--- config.mk ---
export PLATFORM = sky130hd
export DESIGN_NAME = ov7670_stream_gen
export DESIGN_NICKNAME = d
export VERILOG_FILES = /design/src/rtl/ov7670_stream_gen.sv
export SDC_FILE = /design/constraint.sdc
export NUM_CORES = 1
export LEC_CHECK = 0
export CELL_PAD_IN_SITES_DETAIL_PLACEMENT = 0
export CELL_PAD_IN_SITES_GLOBAL_PLACEMENT = 1
export CORE_MARGIN = 5
export CORE_UTILIZATION = 46
export CTS_BUF_LIST = sky130_fd_sc_hd__clkbuf_4
export DETAILED_ROUTE_END_ITERATION = 6
export GPL_TIMING_DRIVEN = 0
export PLACE_DENSITY = 0.85
export SYNTH_ARGS = -nofsm -noshare
export SYNTH_HDL_FRONTEND = slang
export SYNTH_SLANG_ARGS = --single-unit
--- constraint.sdc ---
create_clock -name pclk -period 6.05 [get_ports pclk]
set_clock_uncertainty 0.1 [all_clocks]
set_input_delay 1.21 -clock pclk [delete_from_list [all_inputs] [get_ports pclk]]
set_output_delay 1.21 -clock pclk [all_outputs]
set_load 0.1 [all_outputs]
--- src/rtl/ov7670_stream_gen.sv ---
// ov7670_stream_gen
// Transmit side of an OV7670 DVP pixel port. Walks the frame with VGA-style
// vertical/horizontal timing, fetches one RGB565 pixel per two pclk cycles
// during active lines and sends it as two bytes, high byte first.
//
// Ports:
//   pclk        pixel clock, all logic on its rising edge
//   rst         synchronous reset, active-high
//   en          frame enable, looked at only in IDLE and on the last FRONT cycle
//   rd_addr     frame memory pixel address (registered)
//   rd_en       frame memory read strobe (registered)
//   rd_data     RGB565 pixel, valid one cycle after rd_en
//   vsync       frame sync, high for the whole SYNC period
//   href        line valid, high while dout carries pixel bytes
//   dout        pixel byte, 0 whenever href is low
//   frame_done  one-cycle pulse on the last cycle of each frame (undelayed)
//
// Pipeline: S0 counters/FSM -> S1 rd_addr/rd_en -> S2 rd_data -> S3 outputs.
// vsync/href ride through the same three stages so they line up with dout.
module ov7670_stream_gen #(
   parameter int H_ACTIVE = 640,
   parameter int H_BLANK  = 288,
   parameter int V_SYNC   = 3,
   parameter int V_BACK   = 17,
   parameter int V_ACTIVE = 480,
   parameter int V_FRONT  = 10
) (
   input  logic        pclk,
   input  logic        rst,
   input  logic        en,
   output logic [18:0] rd_addr,
   output logic        rd_en,
   input  logic [15:0] rd_data,
   output logic        vsync,
   output logic        href,
   output logic [7:0]  dout,
   output logic        frame_done
);

   localparam int L    = 2*H_ACTIVE + H_BLANK;
   localparam int HW   = $clog2(L);
   localparam int VM1  = (V_SYNC > V_BACK) ? V_SYNC : V_BACK;
   localparam int VM2  = (V_ACTIVE > V_FRONT) ? V_ACTIVE : V_FRONT;
   localparam int VMAX = (VM1 > VM2) ? VM1 : VM2;
   localparam int VW   = $clog2(VMAX + 1);

   localparam logic [HW-1:0] H_LAST    = HW'(L - 1);
   localparam logic [HW-1:0] H_ACT_END = HW'(2*H_ACTIVE);
   localparam logic [18:0]   ADDR_MAX  = 19'(V_ACTIVE*H_ACTIVE - 1);

   localparam logic [2:0] ST_IDLE   = 3'd0;
   localparam logic [2:0] ST_SYNC   = 3'd1;
   localparam logic [2:0] ST_BACK   = 3'd2;
   localparam logic [2:0] ST_ACTIVE = 3'd3;
   localparam logic [2:0] ST_FRONT  = 3'd4;

   // S0 state
   logic [2:0]    state_q, state_d;
   logic [HW-1:0] hcnt_q, hcnt_d;
   logic [VW-1:0] vcnt_q, vcnt_d;
   logic [18:0]   addr_cnt_q, addr_cnt_d;

   // S1 registers; ctl = {vsync, href, odd byte}
   logic [18:0]   rd_addr_q, rd_addr_d;
   logic          rd_en_q, rd_en_d;
   logic [2:0]    ctl_p1_q, ctl_p1_d;

   // S2 / S3 registers
   logic [2:0]    ctl_p2_q, ctl_p2_d;
   logic [7:0]    hold_q, hold_d;
   logic          vsync_q, vsync_d;
   logic          href_q, href_d;
   logic [7:0]    dout_q, dout_d;

   // S0 decode
   logic [VW-1:0] v_last;
   logic          line_end;
   logic          vs0, hr0, rd0, last_cyc;

   always_comb begin
      v_last = '0;
      case (state_q)
         ST_SYNC:   v_last = VW'(V_SYNC - 1);
         ST_BACK:   v_last = VW'(V_BACK - 1);
         ST_ACTIVE: v_last = VW'(V_ACTIVE - 1);
         ST_FRONT:  v_last = VW'(V_FRONT - 1);
         default:   v_last = '0;
      endcase
   end

   assign line_end = (hcnt_q == H_LAST);
   assign vs0      = (state_q == ST_SYNC);
   assign hr0      = (state_q == ST_ACTIVE) && (hcnt_q < H_ACT_END);
   assign rd0      = hr0 && !hcnt_q[0];
   assign last_cyc = (state_q == ST_FRONT) && (vcnt_q == v_last) && line_end;

   // Frame sequencer
   always_comb begin
      state_d = state_q;
      hcnt_d  = hcnt_q;
      vcnt_d  = vcnt_q;
      if (state_q == ST_IDLE) begin
         hcnt_d = '0;
         vcnt_d = '0;
         if (en) state_d = ST_SYNC;
      end else if (!line_end) begin
         hcnt_d = hcnt_q + 1'b1;
      end else begin
         hcnt_d = '0;
         if (vcnt_q != v_last) begin
            vcnt_d = vcnt_q + 1'b1;
         end else begin
            vcnt_d = '0;
            case (state_q)
               ST_SYNC:   state_d = ST_BACK;
               ST_BACK:   state_d = ST_ACTIVE;
               ST_ACTIVE: state_d = ST_FRONT;
               default:   state_d = en ? ST_SYNC : ST_IDLE;
            endcase
         end
      end
   end

   // Read address generation; the pointer saturates at the last pixel so a
   // mis-sized frame can never walk off the end of the memory.
   always_comb begin
      addr_cnt_d = addr_cnt_q;
      rd_addr_d  = rd_addr_q;
      rd_en_d    = rd0;
      if (state_d == ST_SYNC && state_q != ST_SYNC) begin
         addr_cnt_d = '0;
         rd_addr_d  = '0;
      end else if (rd0) begin
         rd_addr_d  = addr_cnt_q;
         addr_cnt_d = (addr_cnt_q == ADDR_MAX) ? addr_cnt_q : addr_cnt_q + 19'd1;
      end
   end

   // Output pipeline. The even byte comes straight from rd_data; its low half
   // is parked in hold_q because rd_data is only valid for that one cycle.
   always_comb begin
      ctl_p1_d = {vs0, hr0, hcnt_q[0]};
      ctl_p2_d = ctl_p1_q;
      vsync_d  = ctl_p2_q[2];
      href_d   = ctl_p2_q[1];
      hold_d   = hold_q;
      dout_d   = 8'h00;
      if (ctl_p2_q[1]) begin
         if (ctl_p2_q[0]) begin
            dout_d = hold_q;
         end else begin
            dout_d = rd_data[15:8];
            hold_d = rd_data[7:0];
         end
      end
   end

   always_ff @(posedge pclk) begin
      if (rst) begin
         state_q    <= ST_IDLE;
         hcnt_q     <= '0;
         vcnt_q     <= '0;
         addr_cnt_q <= '0;
         rd_addr_q  <= '0;
         rd_en_q    <= 1'b0;
         ctl_p1_q   <= '0;
         ctl_p2_q   <= '0;
         hold_q     <= '0;
         vsync_q    <= 1'b0;
         href_q     <= 1'b0;
         dout_q     <= '0;
      end else begin
         state_q    <= state_d;
         hcnt_q     <= hcnt_d;
         vcnt_q     <= vcnt_d;
         addr_cnt_q <= addr_cnt_d;
         rd_addr_q  <= rd_addr_d;
         rd_en_q    <= rd_en_d;
         ctl_p1_q   <= ctl_p1_d;
         ctl_p2_q   <= ctl_p2_d;
         hold_q     <= hold_d;
         vsync_q    <= vsync_d;
         href_q     <= href_d;
         dout_q     <= dout_d;
      end
   end

   assign rd_addr    = rd_addr_q;
   assign rd_en      = rd_en_q;
   assign vsync      = vsync_q;
   assign href       = href_q;
   assign dout       = dout_q;
   assign frame_done = last_cyc;

endmodule

After elaboration in Yosys (flattened, before gate mapping)
Index checks and enable logic that the tools add are counted.
{ "classes": {"add_sub_neg": 3, "mul": 0, "n_div": 0, "magnitude_cmp": 1, "n_eq_ne": 10, "shifts": 0, "muxes": 9, "n_bitwise": 3, "n_reduce_logical": 13} }
{ "op_table": {"columns": ["operator", "count"], "rows": [
  ["$pmux 9 s4", 1],
  ["$add 19x1->19 const B", 1],
  ["$eq 19x19->1 const B", 1],
  ["$mux 3", 4],
  ["$add 11x1->11 const B", 1],
  ["$eq 11x11->1 const B", 1],
  ["$lt 11x11->1 const B", 1],
  ["$add 9x1->9 const B", 1],
  ["$eq 9x9->1", 1],
  ["$mux 9", 1],
  ["$ne 9x9->1", 1],
  ["$pmux 3 s3", 1],
  ["$mux 8", 1],
  ["$eq 3x1->1 const B", 2],
  ["$eq 3x2->1 const B", 2],
  ["$reduce_or 2->1", 3],
  ["$logic_and 1x1->1", 5],
  ["$reduce_and 2->1", 2],
  ["$eq 3x3->1 const B", 1],
  ["$logic_not 3->1", 1],
  ["$ne 3x1->1 const B", 1],
  ["$not 1->1", 3],
  ["$reduce_or 3->1", 1],
  ["$logic_not 1->1", 1],
  ["$mux 1", 1]
]} }
{ "totals": {"ff_bits": 86, "latch_bits": 0, "ramBits": 0, "mem_bits_ro": 0, "inputBits": 19, "out_inout_bits": 31, "wordCells": 51, "mem_count": 0} }

Longest topological paths before layout
Gate-level depths: netlist of run 1.
{ "depth": {"ltp_word": 9, "mapped_depth": 9, "ltp_nobuf": 7} }

Least setup slack after synthesis of run 1
OpenSTA, ideal clock, no wires.
{ "synth_timing": {"path_type": "flip-flop to output port", "from": "register hcnt_q[0]", "to": "output frame_done", "arrival_ns": 2.415, "t_required_ns": 4.740, "slack_ns": 2.325, "stages_incl_launch_ff": 6, "path_buffers": 0, "path_cell_list": "dfxtp_1 -> ha_1 -> nand4_1 -> nor2_1 -> nand4_4 -> nor2_1"} }
{ "synth_via": {"elab_chain_cells": 2} }
{ "synth_lines": {"columns": ["element", "line", "rtl"], "rows": [
  ["start: declaration", "59", "logic [HW-1:0] hcnt_q, hcnt_d;"],
  ["start signal: assignment", "174", "hcnt_q <= hcnt_d;"],
  ["$eq 11x11->1", "91", "assign line_end = (hcnt_q == H_LAST);"],
  ["$logic_and 1x1->1", "95", "assign last_cyc = (state_q == ST_FRONT) && (vcnt_q == v_last) && line_end;"],
  ["end: declaration", "37", "output logic frame_done"]
]} }
No other way between the ends.

Final worst setup path of run 1
Same ends and word-level chain as after synthesis.

==> results of run 1 <==
[state kept, by name (all words and copies together), names as in the netlist]
signal	count
href	1
dout	8
vsync	1
ctl_p2_q	3
rd_en	1
addr_cnt_q	19
rd_addr	19
hcnt_q	11
state_q	3
ctl_p1_q	3
vcnt_q	9
hold_q	8
[per-layer routing]
metal  share of wire [%]  track usage (%)
met2                  42             21.9
met3                 4.0             3.11
met1                  52             20.6
met5                   0                0
met4                 1.3             5.88
[cell usage after synthesis (2+ instances only)]
cell type / n / share of area, %
a31oi_1: 2 / 0.35
or2_2: 2 / 0.35
clkbuf_1: 7 / 0.73
and3_1: 3 / 0.52
nor2_1: 68 / 7.1
mux2i_1: 19 / 5.3
inv_1: 5 / 0.52
o21ai_0: 2 / 0.28
ha_1: 3 / 1.0
xnor2_1: 15 / 3.6
nor2b_1: 6 / 1.0
nand3_1: 16 / 2.2
nand2_1: 56 / 5.8
dfxtp_1: 86 / 48
o21ai_2: 3 / 0.73
buf_4: 2 / 0.42
xor2_1: 21 / 5.1
a21oi_1: 22 / 3.1
nor4_2: 3 / 1.0
nand2b_1: 3 / 0.52
nor4_1: 2 / 0.35
nand4_1: 9 / 1.6
or3_1: 4 / 0.69
nor3_1: 6 / 0.83
buf_2: 6 / 0.83
[per-stage QoR]
step / utilization [%] / hold WS (ns)
2_1_floorplan: - / 0.314
3_3_place_gp: 54.9 / 0.318
3_5_place_dp: 54.9 / 0.324
4_1_cts: 56.9 / 0.354
5_1_grt: 56.9 / 0.375
6_report: 56.9 / 0.357
[logic make-up (layout without fill, tap and decap cells)]
family          Yosys count  in the layout  synth area share [%]
mux                      19             19                  5.28
simple gates            195            195                  27.7
xor+xnor                 36             36                  8.75
buf+inv                  23             86                  3.30
compound gates           35             35                  6.21
flops                    86             86                  47.8
fa+ha+maj                 3              3                  1.04
[layout make-up]
| class | count | share of cell area (%) |
|---|---|---|
| clock inverters | 4 | 1.69 |
| clock buffers | 10 | 1.72 |
| inverters | 5 | 0.429 |
| flip-flops and latches | 86 | 39.4 |
| repair buffers | 49 | 11.2 |
| plain buffers | 18 | 2.29 |
| multi-input cells | 288 | 40.4 |
| well taps | 102 | 2.92 |
[how the worst min path moves through the flow]
stage / startpoint / end / slack, ns / cells after the start
2_1_floorplan: ctl_p1_q[0] / ctl_p2_q[0] / 0.31 / 1
3_3_place_gp: ctl_p1_q[0] / ctl_p2_q[0] / 0.32 / 1
3_5_place_dp: ctl_p1_q[1] / ctl_p2_q[1] / 0.32 / 1
4_1_cts: ctl_p1_q[1] / ctl_p2_q[1] / 0.35 / 1
5_1_grt: ctl_p1_q[0] / ctl_p2_q[0] / 0.37 / 1
6_report: ctl_p1_q[2] / ctl_p2_q[2] / 0.36 / 1
[power breakdown]
| part | internal [mW] | switching, mW |
|---|---|---|
| sequential | 0.568 | 0.00111 |
| clock | 0.168 | 0.182 |
| combinational | 0.0190 | 0.0215 |
==> results by group, run 1 <==
Die
  – Ports: 50
  – Die H: 98.5 um
  – Starting Density: 46.9%
  – Die width: 98.5 um
  – Die area: 9710 sq um
  – Standard-cell row count: 32
  – Core Box Area: 7690 sq um

Power and ir drop
  – Leakage power total: 1.48 nW
  – Pwr Density: 220 nW/um^2
  – Worst VDD drop: 0.0906 mV
  – Final Power: 0.961 mW

Cells and area
  – Number of fill cells in the layout: 757
  – Area of the multi-input gates: 1760 sq um
  – Share of cells above drive strength 1: 9.78%
  – Commonest non-fill, non-tap cell in the layout: dfxtp_1
  – Register area: 1720 sq um
  – Area growth, synth to finish: 21.3%
  – Final net count: 479
  – Final std cells w/o fill: 562
  – # diodes: 0
  – Most frequent cells in the layout: 86 x dfxtp_1, 68 x nor2_1, 56 x nand2_1, 49 x clkdlybuf4s50_1, 22 x a21oi_1
  – Final Cell Area: 4370 sq um

Setup path
  – Crit path buffers/inverters: 1
  – Most frequent CP cell: nor2_1
  – CP Cell Sequence: ha_1 -> nand4_1 -> nor2_1 -> nand4_4 -> nor2_1 -> clkdlybuf4s50_1
  – Reg2reg end: vcnt_q[0]
  – Largest stage delay, worst path: 1.13 ns
  – CP startpoint: hcnt_q[0]
  – CP max FO: 7
  – Crit-path leading delay family: buffers and inverters
  – CP Class: flop to output pin
  – Critical Path Start Type: flop
  – End of the critical path: frame_done
  – Data arrival, critical path: 2.99 ns
  – CP required: 4.74 ns
  – Slowest-stage cell, CP: clkdlybuf4s50_1
  – Worst reg2reg path depth: 5
  – FF-to-FF Start: hcnt_q[0]
  – Setup crit end kind: output pin
  – Reg2reg setup slack: 3.78 ns
  – Total stage count of the critical path: 6

STA
  – Slew @ Worst Pin: 0.978 ns
  – Final hold vios: 0
  – Max-slew violation count: 0
  – Fmax: 233 MHz
  – Slew Limit Headroom: 34.6%
  – Setup TNS Final: 0 ns
  – Final period utilization: 71.0%
  – Final number of setup-violating endpoints: 0
  – Worst Setup Slack, final: 1.75 ns
  – Period minus WS final: 4.30 ns
  – RSZ-0062 raised after global routing: no

Global routing
  – Initial antenna violation count: 0
  – Via count of the first global-routing pass: 2534
  – Largest net degree at the start of global routing: 14
  – Overall routing resource usage: 14.7%
  – Grt total ovfl: 0
  – First-pass GRT wire length: 11900 um

Place
  – Cell area after placement: 4220 sq um
  – PortBufs: 49
  – Post-Place Setup Slack: 2.15 ns
  – RePlAce Congestion: 0.784
  – HPWL Detailed: 5000 um
  – Cell count after placement: 548

Clocking
  – CTS tree: yes
  – Post-CTS setup buffer count: 0
  – Root Buffer: clkbuf_4
  – CTS H-tree lvls: 3
  – Clk pin slew, worst setup/hold paths: 0.12 ns
  – Clk sink count: 86
  – CTS-repair resized insts: 0
  – TritonCTS Buffers: 9
  – Clk buf depth: 2
  – Clk_lat worst skew: 0.41 ns
  – # hold bufs at CTS: 0

Logic synthesis
  – EDFF count, synth: 0
  – Mapped cell area: 3600 sq um
  – Register area share after synthesis: 47.8%
  – Cells after Synth: 397
  – Yosys reg bits: 86
  – Post-Syn Nets: 419
  – Post-synth top flop: dfxtp_1
  – Number of synthesis warnings: 0
  – Ys async rst share: 0%
  – Synth cell types: 51
  – Synthesized area per cell: 9.08 sq um

Drt
  – 1st-iter DRT viols: 87
  – Vias: 2737
  – Final WL: 6950 um
  – Wirelength per Cell: 12.4 um
  – Pre-antenna DRT Iters: 4
  – Vias per cell: 4.87
  – Residual DRC: 0
  – Post-DRT Antenna Nets: 0

Run
  – Total of max-cap violations: 0

Hold path
  – Worst min path class: flop to flop

Run status
  – Status: completed
No activity file was read; power rests on OpenSTA's default activity.
==> run 2, diff against run 1 <==
CORE_UTILIZATION = 43   (was 46)
PLACE_DENSITY = 0.8   (was 0.85)
clock period = 4.3 ns   (was 6.05 ns; I/O delays follow)
==> run 2 against run 1 <==
Design area is 0.97% higher. Combinational power increased by 42%. Global-route usage is 0.20 points higher. Sequential power rose by 41%. Wire length is 1.3% higher. Sequential share of layout area down 0.38 points. Highest routed layer unchanged. Register-to-register slack lost 1.8 ns. Worst setup slack worse by 1.4 ns. Clock power is 66% higher. Power grew 50%. Count of clock-buffer cells in the layout shrank 1. Final cell count rose by 0.89%. Critical endpoint unchanged.
==> results by group, run 2 (synthesis results as in run 1) <==
STA
  – Setup TNS Final: 0 ns
  – Period minus WS final: 3.99 ns
  – Fmax: 251 MHz
  – RSZ-0062 raised after global routing: no
  – Final period utilization: 92.7%
  – Final hold vios: 0
  – Slew Limit Headroom: 34.9%
  – Final number of setup-violating endpoints: 0
  – Max-slew violation count: 0
  – Slew @ Worst Pin: 0.974 ns

Global routing
  – First-pass GRT wire length: 12200 um
  – Initial antenna violation count: 0
  – Overall routing resource usage: 14.9%
  – Via count of the first global-routing pass: 2565
  – Largest net degree at the start of global routing: 16
  – Grt total ovfl: 0

Cells and area
  – Final net count: 479
  – Commonest non-fill, non-tap cell in the layout: dfxtp_1
  – # diodes: 0
  – Area growth, synth to finish: 22.5%
  – Most frequent cells in the layout: 86 x dfxtp_1, 68 x nor2_1, 56 x nand2_1, 49 x clkdlybuf4s50_1, 22 x a21oi_1
  – Share of cells above drive strength 1: 10.2%
  – Final std cells w/o fill: 567

Clocking
  – Clk pin slew, worst setup/hold paths: 0.14 ns
  – TritonCTS Buffers: 9
  – CTS H-tree lvls: 3
  – Post-CTS setup buffer count: 0
  – CTS tree: yes
  – Clk_lat worst skew: 0.43 ns
  – # hold bufs at CTS: 0
  – Clk buf depth: 2
  – CTS-repair resized insts: 0
  – Clk sink count: 86
  – Root Buffer: clkbuf_4

Power and ir drop
  – Leakage power total: 1.50 nW
  – Worst VDD drop: 0.118 mV
  – Pwr Density: 327 nW/um^2

Run status
  – Status: completed

Drt
  – 1st-iter DRT viols: 74
  – Residual DRC: 0
  – Final WL: 7040 um
  – Post-DRT Antenna Nets: 0
  – Vias: 2730
  – Pre-antenna DRT Iters: 4
  – Wirelength per Cell: 12.4 um
  – Vias per cell: 4.81

Die
  – Die width: 102 um
  – Ports: 50
  – Die H: 102 um
  – Starting Density: 44.1%
  – Die area: 10300 sq um
  – Standard-cell row count: 33
  – Core Box Area: 8180 sq um

Hold path
  – Worst min path class: flop to flop

Setup path
  – Largest stage delay, worst path: 1.14 ns
  – CP Cell Sequence: ha_1 -> nand4_1 -> nor2_1 -> nand4_4 -> nor2_1 -> clkdlybuf4s50_1
  – Crit path buffers/inverters: 1
  – CP max FO: 7
  – Crit-path leading delay family: buffers and inverters
  – Critical Path Start Type: flop
  – CP Class: flop to output pin
  – Most frequent CP cell: nor2_1
  – Slowest-stage cell, CP: clkdlybuf4s50_1
  – CP required: 3.34 ns
  – Setup crit end kind: output pin
  – Data arrival, critical path: 3.03 ns

Place
  – PortBufs: 49
  – HPWL Detailed: 5000 um
  – RePlAce Congestion: 0.777
  – Cell count after placement: 551

Run
  – Total of max-cap violations: 0
-- run 2: cell type report --
type | count | area, sq um
Timing Repair Buffer | 49 | 490
Clock inverter | 7 | 120
Fill cell | 785 | 3760
Clock buffer | 9 | 67.6
Buffer | 18 | 100
Tap cell | 105 | 131
Inverter | 5 | 18.8
Sequential cell | 86 | 1720
Multi-Input combinational cell | 288 | 1760
-- run 2: path summary, 6_finish.rpt --
kind	start	to	slack, ns	cells after the start
worst max register to register	hcnt_q[0]	addr_cnt_q[17]	2.03	8
worst max-delay path	hcnt_q[0]	frame_done	0.31	6
worst min register to register	ctl_p2_q[2]	vsync	0.35	1
worst min-delay path	ctl_p2_q[2]	vsync	0.35	1
-- run 2: stage by stage --
step / hold slack, ns / instance area (sq um) / util [%] / worst slack [ns] / power (mW)
floorplan: 0.314 / 3600 / - / 0.925 / 0.850
global placement: 0.317 / 4230 / 51.7 / 0.764 / 0.877
detailed placement: 0.324 / 4230 / 51.7 / 0.758 / 0.878
CTS: 0.356 / 4410 / 54.0 / 0.247 / 1.47
global route: 0.351 / 4410 / 54.0 / 0.104 / 1.51
finish: 0.355 / 4410 / 54.0 / 0.314 / 1.44
-- run 2: where the power goes --
group | total (mW) | switching (mW) | internal [mW]
combinational | 0.0574 | 0.0306 | 0.0268
sequential | 0.802 | 0.00165 | 0.800
clock | 0.583 | 0.285 | 0.297
total | 1.44 | 0.317 | 1.12
-- run 2: routing by layer --
metal / part of all wire (%) / routed length [um] / track usage (%) / vias to the layer above
li1: - / - / - / 1446
met1: 51 / 3600 / 21.4 / 1230
met5: 0 / 0 / 0 / -
met3: 5.9 / 412 / 4.13 / 7
met2: 42 / 2950 / 21.5 / 47
met4: 1.1 / 80 / 4.60 / 0
==> run 3, diff against run 2 <==
CTS_CLUSTER_DIAMETER = 80   (was default)
==> results of run 3 <==
The final DEF is identical to that of run 2; final timing and power are the same.
